--- src/rtl/alu_pkg.sv ---
`default_nettype none
// ============================================================================
// Module   : alu_pkg
// Purpose  : Shared ALU widths, select codes, flag and result-entry types.
// Revision : 1.0
// ============================================================================
package alu_pkg;

  localparam int WIDTH   = 32;
  localparam int CTL_W   = 4;
  localparam int NUM_SRC = 5;

  // Select codes of the five result-selector sources
  localparam logic [CTL_W-1:0] SEL_ADD   = 4'd0;
  localparam logic [CTL_W-1:0] SEL_AND   = 4'd1;
  localparam logic [CTL_W-1:0] SEL_OR    = 4'd2;
  localparam logic [CTL_W-1:0] SEL_XOR   = 4'd3;
  localparam logic [CTL_W-1:0] SEL_SHIFT = 4'd4;
  localparam logic [CTL_W-1:0] ARITH_SEL = SEL_ADD;

  typedef struct packed {
    logic zero;
    logic neg;
    logic carry;
    logic ovf;
  } alu_flags_t;

  typedef struct packed {
    logic [WIDTH-1:0] result;
    logic [CTL_W-1:0] ctl;
    alu_flags_t       flags;
  } alu_entry_t;

endpackage
`default_nettype wire

--- src/rtl/alu_result_stage_if.sv ---
`default_nettype none
// ============================================================================
// Module   : alu_result_stage_if
// Purpose  : Upstream/downstream valid-ready bundle of the ALU result stage.
// Revision : 1.0
// ============================================================================
interface alu_result_stage_if #(
  parameter int WIDTH = alu_pkg::WIDTH,
  parameter int CTL_W = alu_pkg::CTL_W
);
  import alu_pkg::*;

  logic             in_valid;
  logic             in_ready;
  logic [CTL_W-1:0] in_ctl;
  logic [WIDTH-1:0] in_result;
  logic             in_carry;
  logic             in_ovf;
  logic             out_valid;
  logic             out_ready;
  logic [WIDTH-1:0] out_result;
  logic [CTL_W-1:0] out_ctl;
  logic             out_zero;
  logic             out_neg;
  logic             out_carry;
  logic             out_ovf;

  // master drives results in and consumes them; slave is the stage itself
  modport master (
    output in_valid, in_ctl, in_result, in_carry, in_ovf, out_ready,
    input  in_ready, out_valid, out_result, out_ctl,
           out_zero, out_neg, out_carry, out_ovf
  );

  modport slave (
    input  in_valid, in_ctl, in_result, in_carry, in_ovf, out_ready,
    output in_ready, out_valid, out_result, out_ctl,
           out_zero, out_neg, out_carry, out_ovf
  );

endinterface
`default_nettype wire

--- src/rtl/alu_flag_gen.sv ---
`default_nettype none
// ============================================================================
// Module   : alu_flag_gen
// Purpose  : Illegal-select detection, result masking and status flag derivation.
// Revision : 1.0
// ============================================================================
module alu_flag_gen #(
  parameter int WIDTH     = alu_pkg::WIDTH,
  parameter int CTL_W     = alu_pkg::CTL_W,
  parameter int NUM_SRC   = alu_pkg::NUM_SRC,
  parameter int ARITH_SEL = int'(alu_pkg::ARITH_SEL)
) (
  input  logic [WIDTH-1:0]   result,
  input  logic [CTL_W-1:0]   ctl,
  input  logic               in_carry,
  input  logic               in_ovf,
  output logic               illegal,
  output logic [WIDTH-1:0]   masked_result,
  output alu_pkg::alu_flags_t flags
);
  import alu_pkg::*;

  logic w_arith;

  always_comb begin
    illegal       = (int'(ctl) >= NUM_SRC);
    w_arith       = (ctl == CTL_W'(ARITH_SEL)) && !illegal;
    masked_result = illegal ? '0 : result;
    flags.zero    = (masked_result == '0);
    flags.neg     = masked_result[WIDTH-1];
    // adder carry/overflow only mean something for the arithmetic source
    flags.carry   = w_arith & in_carry;
    flags.ovf     = w_arith & in_ovf;
  end

endmodule
`default_nettype wire

--- src/rtl/alu_result_stage.sv ---
`default_nettype none
// ============================================================================
// Module   : alu_result_stage
// Purpose  : Two-entry registered result buffer after the ALU selector.
// Revision : 1.0
// ============================================================================
module alu_result_stage #(
  parameter int WIDTH     = alu_pkg::WIDTH,
  parameter int CTL_W     = alu_pkg::CTL_W,
  parameter int NUM_SRC   = alu_pkg::NUM_SRC,
  parameter int ARITH_SEL = int'(alu_pkg::ARITH_SEL),
  parameter int CNT_W     = 16
) (
  input  logic               clk,
  input  logic               reset,
  alu_result_stage_if.slave  bus,
  output logic               err_ctl,
  output logic [CNT_W-1:0]   acc_count
);
  import alu_pkg::*;

  typedef struct packed {
    logic [WIDTH-1:0] result;
    logic [CTL_W-1:0] ctl;
    alu_flags_t       flags;
  } entry_t;

  entry_t             r_ent0;
  entry_t             r_ent1;
  logic [1:0]         r_occ;
  logic               r_err;
  logic [CNT_W-1:0]   r_cnt;

  logic               w_illegal;
  logic [WIDTH-1:0]   w_masked;
  alu_flags_t         w_flags;
  entry_t             w_new;
  logic               w_accept;
  logic               w_emit;

  alu_flag_gen #(
    .WIDTH     (WIDTH),
    .CTL_W     (CTL_W),
    .NUM_SRC   (NUM_SRC),
    .ARITH_SEL (ARITH_SEL)
  ) u_flag_gen (
    .result        (bus.in_result),
    .ctl           (bus.in_ctl),
    .in_carry      (bus.in_carry),
    .in_ovf        (bus.in_ovf),
    .illegal       (w_illegal),
    .masked_result (w_masked),
    .flags         (w_flags)
  );

  always_comb begin
    w_new.result = w_masked;
    w_new.ctl    = bus.in_ctl;
    w_new.flags  = w_flags;
    w_accept     = bus.in_valid && bus.in_ready;
    w_emit       = bus.out_valid && bus.out_ready;
  end

  // r_ent0 is always the head; it keeps the last emitted entry once drained
  always_ff @(posedge clk) begin
    if (reset) begin
      r_ent0 <= '0;
      r_ent1 <= '0;
      r_occ  <= 2'd0;
      r_err  <= 1'b0;
      r_cnt  <= '0;
    end else begin
      if (w_emit) begin
        if (r_occ == 2'd2)
          r_ent0 <= r_ent1;
        else if (w_accept)
          r_ent0 <= w_new;
      end else if (w_accept) begin
        if (r_occ == 2'd0)
          r_ent0 <= w_new;
        else
          r_ent1 <= w_new;
      end

      case ({w_accept, w_emit})
        2'b10:   r_occ <= r_occ + 2'd1;
        2'b01:   r_occ <= r_occ - 2'd1;
        default: r_occ <= r_occ;
      endcase

      if (w_accept && w_illegal)
        r_err <= 1'b1;
      if (w_accept)
        r_cnt <= r_cnt + CNT_W'(1);
    end
  end

  assign bus.in_ready   = (r_occ != 2'd2);
  assign bus.out_valid  = (r_occ != 2'd0);
  assign bus.out_result = r_ent0.result;
  assign bus.out_ctl    = r_ent0.ctl;
  assign bus.out_zero   = r_ent0.flags.zero;
  assign bus.out_neg    = r_ent0.flags.neg;
  assign bus.out_carry  = r_ent0.flags.carry;
  assign bus.out_ovf    = r_ent0.flags.ovf;
  assign err_ctl        = r_err;
  assign acc_count      = r_cnt;

endmodule
`default_nettype wire
--- src/flat_wrapper.sv ---
// flat-port wrapper written by rule: the top's interface ports become plain ports
module alu_result_stage_flat import alu_pkg::*;
#(
  parameter int WIDTH     = alu_pkg::WIDTH,
  parameter int CTL_W     = alu_pkg::CTL_W,
  parameter int NUM_SRC   = alu_pkg::NUM_SRC,
  parameter int ARITH_SEL = int'(alu_pkg::ARITH_SEL),
  parameter int CNT_W     = 16
)
  (clk, reset, err_ctl, acc_count, bus_in_valid, bus_in_ctl, bus_in_result, bus_in_carry, bus_in_ovf, bus_out_ready, bus_in_ready, bus_out_valid, bus_out_result, bus_out_ctl, bus_out_zero, bus_out_neg, bus_out_carry, bus_out_ovf);
  alu_result_stage_if #(.WIDTH(WIDTH), .CTL_W(CTL_W)) bus_i ();
  input  logic clk;
  input  logic reset;
  output logic err_ctl;
  output logic [CNT_W-1:0] acc_count;
  input wire logic [$bits(bus_i.in_valid)-1:0] bus_in_valid;
  input wire logic [$bits(bus_i.in_ctl)-1:0] bus_in_ctl;
  input wire logic [$bits(bus_i.in_result)-1:0] bus_in_result;
  input wire logic [$bits(bus_i.in_carry)-1:0] bus_in_carry;
  input wire logic [$bits(bus_i.in_ovf)-1:0] bus_in_ovf;
  input wire logic [$bits(bus_i.out_ready)-1:0] bus_out_ready;
  output wire logic [$bits(bus_i.in_ready)-1:0] bus_in_ready;
  output wire logic [$bits(bus_i.out_valid)-1:0] bus_out_valid;
  output wire logic [$bits(bus_i.out_result)-1:0] bus_out_result;
  output wire logic [$bits(bus_i.out_ctl)-1:0] bus_out_ctl;
  output wire logic [$bits(bus_i.out_zero)-1:0] bus_out_zero;
  output wire logic [$bits(bus_i.out_neg)-1:0] bus_out_neg;
  output wire logic [$bits(bus_i.out_carry)-1:0] bus_out_carry;
  output wire logic [$bits(bus_i.out_ovf)-1:0] bus_out_ovf;
  assign bus_i.in_valid = bus_in_valid;
  assign bus_i.in_ctl = bus_in_ctl;
  assign bus_i.in_result = bus_in_result;
  assign bus_i.in_carry = bus_in_carry;
  assign bus_i.in_ovf = bus_in_ovf;
  assign bus_i.out_ready = bus_out_ready;
  assign bus_in_ready = bus_i.in_ready;
  assign bus_out_valid = bus_i.out_valid;
  assign bus_out_result = bus_i.out_result;
  assign bus_out_ctl = bus_i.out_ctl;
  assign bus_out_zero = bus_i.out_zero;
  assign bus_out_neg = bus_i.out_neg;
  assign bus_out_carry = bus_i.out_carry;
  assign bus_out_ovf = bus_i.out_ovf;
  alu_result_stage #(.WIDTH(WIDTH), .CTL_W(CTL_W), .NUM_SRC(NUM_SRC), .ARITH_SEL(ARITH_SEL), .CNT_W(CNT_W)) u_core (.clk(clk), .reset(reset), .bus(bus_i), .err_ctl(err_ctl), .acc_count(acc_count));
endmodule
--- config.mk ---
export PLATFORM = sky130hd
export DESIGN_NAME = alu_result_stage_flat
export DESIGN_NICKNAME = d
export VERILOG_FILES = /design/src/rtl/alu_pkg.sv /design/src/rtl/alu_result_stage_if.sv /design/src/rtl/alu_flag_gen.sv /design/src/rtl/alu_result_stage.sv /design/src/flat_wrapper.sv
export SDC_FILE = /design/constraint.sdc
export NUM_CORES = 1
export LEC_CHECK = 0
export CORE_ASPECT_RATIO = 1.5
export CORE_MARGIN = 10
export CORE_UTILIZATION = 50
export DETAILED_ROUTE_END_ITERATION = 10
export GPL_ROUTABILITY_DRIVEN = 0
export PLACE_DENSITY = 0.8
export SLEW_MARGIN = 40
export SYNTH_ARGS = -nofsm -noshare
export SYNTH_HDL_FRONTEND = slang
export SYNTH_SLANG_ARGS = --single-unit
--- constraint.sdc ---
create_clock -name clk -period 2.15 [get_ports clk]
set_input_delay 0.3225 -clock clk [delete_from_list [all_inputs] [get_ports clk]]
set_output_delay 0.3225 -clock clk [all_outputs]
set_load 0.1 [all_outputs]
==> implementation parameters <==
Parameter                              Value

Run status
  Result of the run ... finished clean

Route
  DRC marker count from the first detailed-route iteration ... 233
  Total detailed-routing wirelength ... 12.1 mm
  Number of remaining DRC errors ... 0
  Vias post-DR ... 3948
  1st-pass router iterations ... 4
  Routed length per instance ... 17.7 um
  Post-DR vias/cell ... 5.76
  Number of nets still failing antenna checks after routing ... 0

CTS
  Number of setup buffers added after CTS ... 0
  Clock Root Buffer ... sky130_fd_sc_hd__clkbuf_16
  Number of buffers created by CTS ... 9
  Clock tree from TritonCTS ... built
  Quantity of gates resized following cts ... 0
  H-tree depth ... 3
  Clock-pin slew reported for the worst setup and hold paths after clock tree synthesis ... 0.06 ns
  Worst-skew pair later-pin latency ... 0.35 ns
  Maximum count of clock buffers along a single path ... 2
  CTS Hold Bufs ... 0
  Clock sinks ... 97

Timing
  Total negative setup slack ... 0 ns
  Number of setup violations in the final report ... 0
  Hold WS ... 0.335 ns
  Max Clk Rate ... 535 MHz
  Headroom to the max-slew limit ... 62.1%
  Final worst clock skew ... 0.00606 ns
  Ratio of final minimum period to clock period ... 86.9%
  Tightest Pin Transition ... 0.568 ns
  Endpoints failing hold ... 0
  Tmin final ... 1.87 ns
  Max Transition Viols Final ... 0
  RSZ-0062 raised after global routing ... no

Setup path
  Register-to-register setup slack ... 0.28 ns
  Crit. path cell count ... 5
  Crit-path max FO ... 9
  Dominant delay contributor by cell family on the critical path ... simple AND/OR/NAND/NOR gates
  Required time of the critical path ... 2.43 ns
  Startpoint class of the critical path ... flop
  Setup Crit Path Kind ... flop to flop
  Data arrival, critical path ... 2.15 ns
  CP bufs+invs ... 0
  Depth of the worst register-to-register path ... 5
  Element type at the critical path end ... flop
  Maximum single-stage delay on the critical path ... 0.47 ns
  Crit path max-delay cell type ... sky130_fd_sc_hd__dfxtp_1
  Critical Path, Cell by Cell ... or2b_1, nand2_1, ha_1, or3_1, a21oi_1

Power and ir drop
  Worst voltage drop across the vdd grid ... 1180 uV
  Power per Cell Area ... 1280 nW/um2
  Leakage component of the power ... 2.17 nW

Floorplanning
  Starting utilization of the core area ... 50.8%
  Full die area ... 13200 um2
  Die H ... 136 um
  Width of the chip ... 97.1 um
  Area of the core ... 8780 um2
  Io pins ... 101
  Site Rows ... 42

GRT
  Maximum number of pins on one net before global-route repair ... 51
  Global-route wire length before repair ... 19.6 mm
  Number of antenna violations at the first check in global routing ... 0
  Number of global-route vias before repair ... 3983
  Total congestion overflow ... 0
  Total GRT Usage ... 17.8%

Cells and area
  Number of diodes added for antenna fixing ... 0
  Synth-to-layout area growth ... 30.6%
  Share of layout cells above drive strength 1 ... 30.1%
  Nets@finish ... 614
  Fill cell instance count of the final layout ... 723

Worst hold path
  Number of cells on the worst hold path ... 2
  Worst hold path class ... input port to flop

Yosys
  Number of nets in the synthesized netlist ... 529
  Post-synth top area cell ... sky130_fd_sc_hd__dfxtp_1
  Library cells used by synthesis ... 48
  Sequential cell area fraction in the yosys report ... 43.6%
  Most used flip-flop cell after synthesis ... sky130_fd_sc_hd__dfxtp_1
  Yosys Warn Count ... 0
  Post-Syn Instances ... 485
  Most frequent cells after synthesis ... 97 x sky130_fd_sc_hd__dfxtp_1, 55 x sky130_fd_sc_hd__nand2_1, 48 x sky130_fd_sc_hd__a21oi_1, 48 x sky130_fd_sc_hd__nor2_1, 38 x sky130_fd_sc_hd__nand3_1
  Average cell area after synthesis ... 9.19 um2
  Number of synthesized flops with an enable pin ... 0
  Post-Synthesis Cell Area ... 4460 um2
  Share of flip-flops with an asynchronous set or reset ... 0%
  Post-synth top area share ... 43.6%
  Total of flip-flops plus latches after synthesis ... 97
  Main area contributors after synthesis ... sky130_fd_sc_hd__dfxtp_1 44%, sky130_fd_sc_hd__a221oi_2 10%, sky130_fd_sc_hd__nor3_2 6.7%
  Library cell with the highest instance count after synthesis ... sky130_fd_sc_hd__dfxtp_1

Job
  Reported max-cap violation count ... 0

Placement
  HPWL after detailed placement ... 8.47 mm
  Port Buffers ... 100
-- cells by family (layout without fill, tap and decap cells) --
family	count (synthesis)	after routing	synth area share [%]
flip-flops	97	97	43.6
XOR/XNOR	7	7	1.38
multiplexers	7	7	1.63
AO/OA/AOI/OAI	107	107	20.4
buffers and inverters	45	135	5.39
AND/OR/NAND/NOR	220	220	27.1
adder cells (fa/ha/maj)	2	2	0.562
-- stage by stage --
step | setup slack, ns | cells | cell area (um2) | power [mW] | utilization, %
floorplan | 0.0122 | 485 | 4460 | 4.83 | -
global placement | 0.0821 | 669 | 5470 | 5.60 | 62.4
detailed placement | 0.0308 | 669 | 5470 | 5.66 | 62.4
CTS | 0.256 | 685 | 5820 | 7.50 | 66.3
global route | 0.175 | 685 | 5820 | 7.74 | 66.3
finish | 0.281 | 685 | 5820 | 7.46 | 66.3
-- per-layer routing --
layer  vias up  global-route usage, %  part of all wire (%)
met3        17                   3.17                   5.2
met1      1892                   20.0                    40
li1       1933                      -                     -
met4         0                   9.13                   2.5
met2       106                   31.3                    52
met5         -                      0                     0
-- flip-flops by register name, summed over array words and instances, names as in the netlist --
name                   count
u_core.r_occ               2
u_core.bus.out_zero        1
u_core.r_ent1             39
u_core.bus.out_ovf         1
u_core.err_ctl             1
u_core.bus.out_carry       1
u_core.bus.out_result     31
u_core.acc_count          16
u_core.bus.out_neg         1
u_core.bus.out_ctl         4
-- worst reg2reg max path: cells and delay by family, from the launching register on --
kind	cells	cell delay [ns]
AOI/OAI and AO/OA	1	0.15
adders and majority gates	1	0.28
DFF	1	0.47
and+or+nand+nor	3	0.91
-- layout make-up --
cell class | count | area, um2 | area share (%)
clock buffer | 10 | 239 | 4.11
tap | 110 | 138 | 2.37
multi-input combinational | 343 | 2290 | 39.3
clock inverter | 6 | 105 | 1.81
timing repair buffer | 118 | 1100 | 18.9
sequential | 97 | 1950 | 33.5
inverter | 1 | 3.75 | 0.0645
-- worst paths after layout --
check | start | end
min | reset | u_core.err_ctl
min reg2reg | u_core.r_ent1[0] | u_core.r_ent1[0]
max reg2reg | u_core.r_occ[1] | u_core.r_occ[1]
max | u_core.r_occ[1] | u_core.r_occ[1]
-- layout by cell type (no fill, tap or decap), types with 3 or more instances in the layout --
cell type,instances
sky130_fd_sc_hd__clkinv_2,3
sky130_fd_sc_hd__nor2_1,47
sky130_fd_sc_hd__mux2i_1,5
sky130_fd_sc_hd__a221oi_2,30
sky130_fd_sc_hd__a21oi_1,48
sky130_fd_sc_hd__a211oi_1,5
sky130_fd_sc_hd__nand3_1,38
sky130_fd_sc_hd__nand2_1,55
sky130_fd_sc_hd__bufinv_16,3
sky130_fd_sc_hd__nor3_1,7
sky130_fd_sc_hd__or2_2,4
sky130_fd_sc_hd__clkbuf_16,9
sky130_fd_sc_hd__buf_12,9
sky130_fd_sc_hd__nand4_1,7
sky130_fd_sc_hd__clkdlybuf4s50_1,40
sky130_fd_sc_hd__nor3_2,30
sky130_fd_sc_hd__nor4_1,8
sky130_fd_sc_hd__dfxtp_2,5
sky130_fd_sc_hd__xor2_1,5
sky130_fd_sc_hd__or3_1,7
sky130_fd_sc_hd__o21ai_0,8
sky130_fd_sc_hd__buf_4,69
sky130_fd_sc_hd__dfxtp_1,92
-- report_power, final --
group / switching [mW] / internal [mW] / total (mW)
combinational: 2.49 / 0.931 / 3.42
sequential: 0.168 / 2.02 / 2.19
clock: 0.680 / 1.16 / 1.84
No activity file was read; power rests on OpenSTA's default activity.
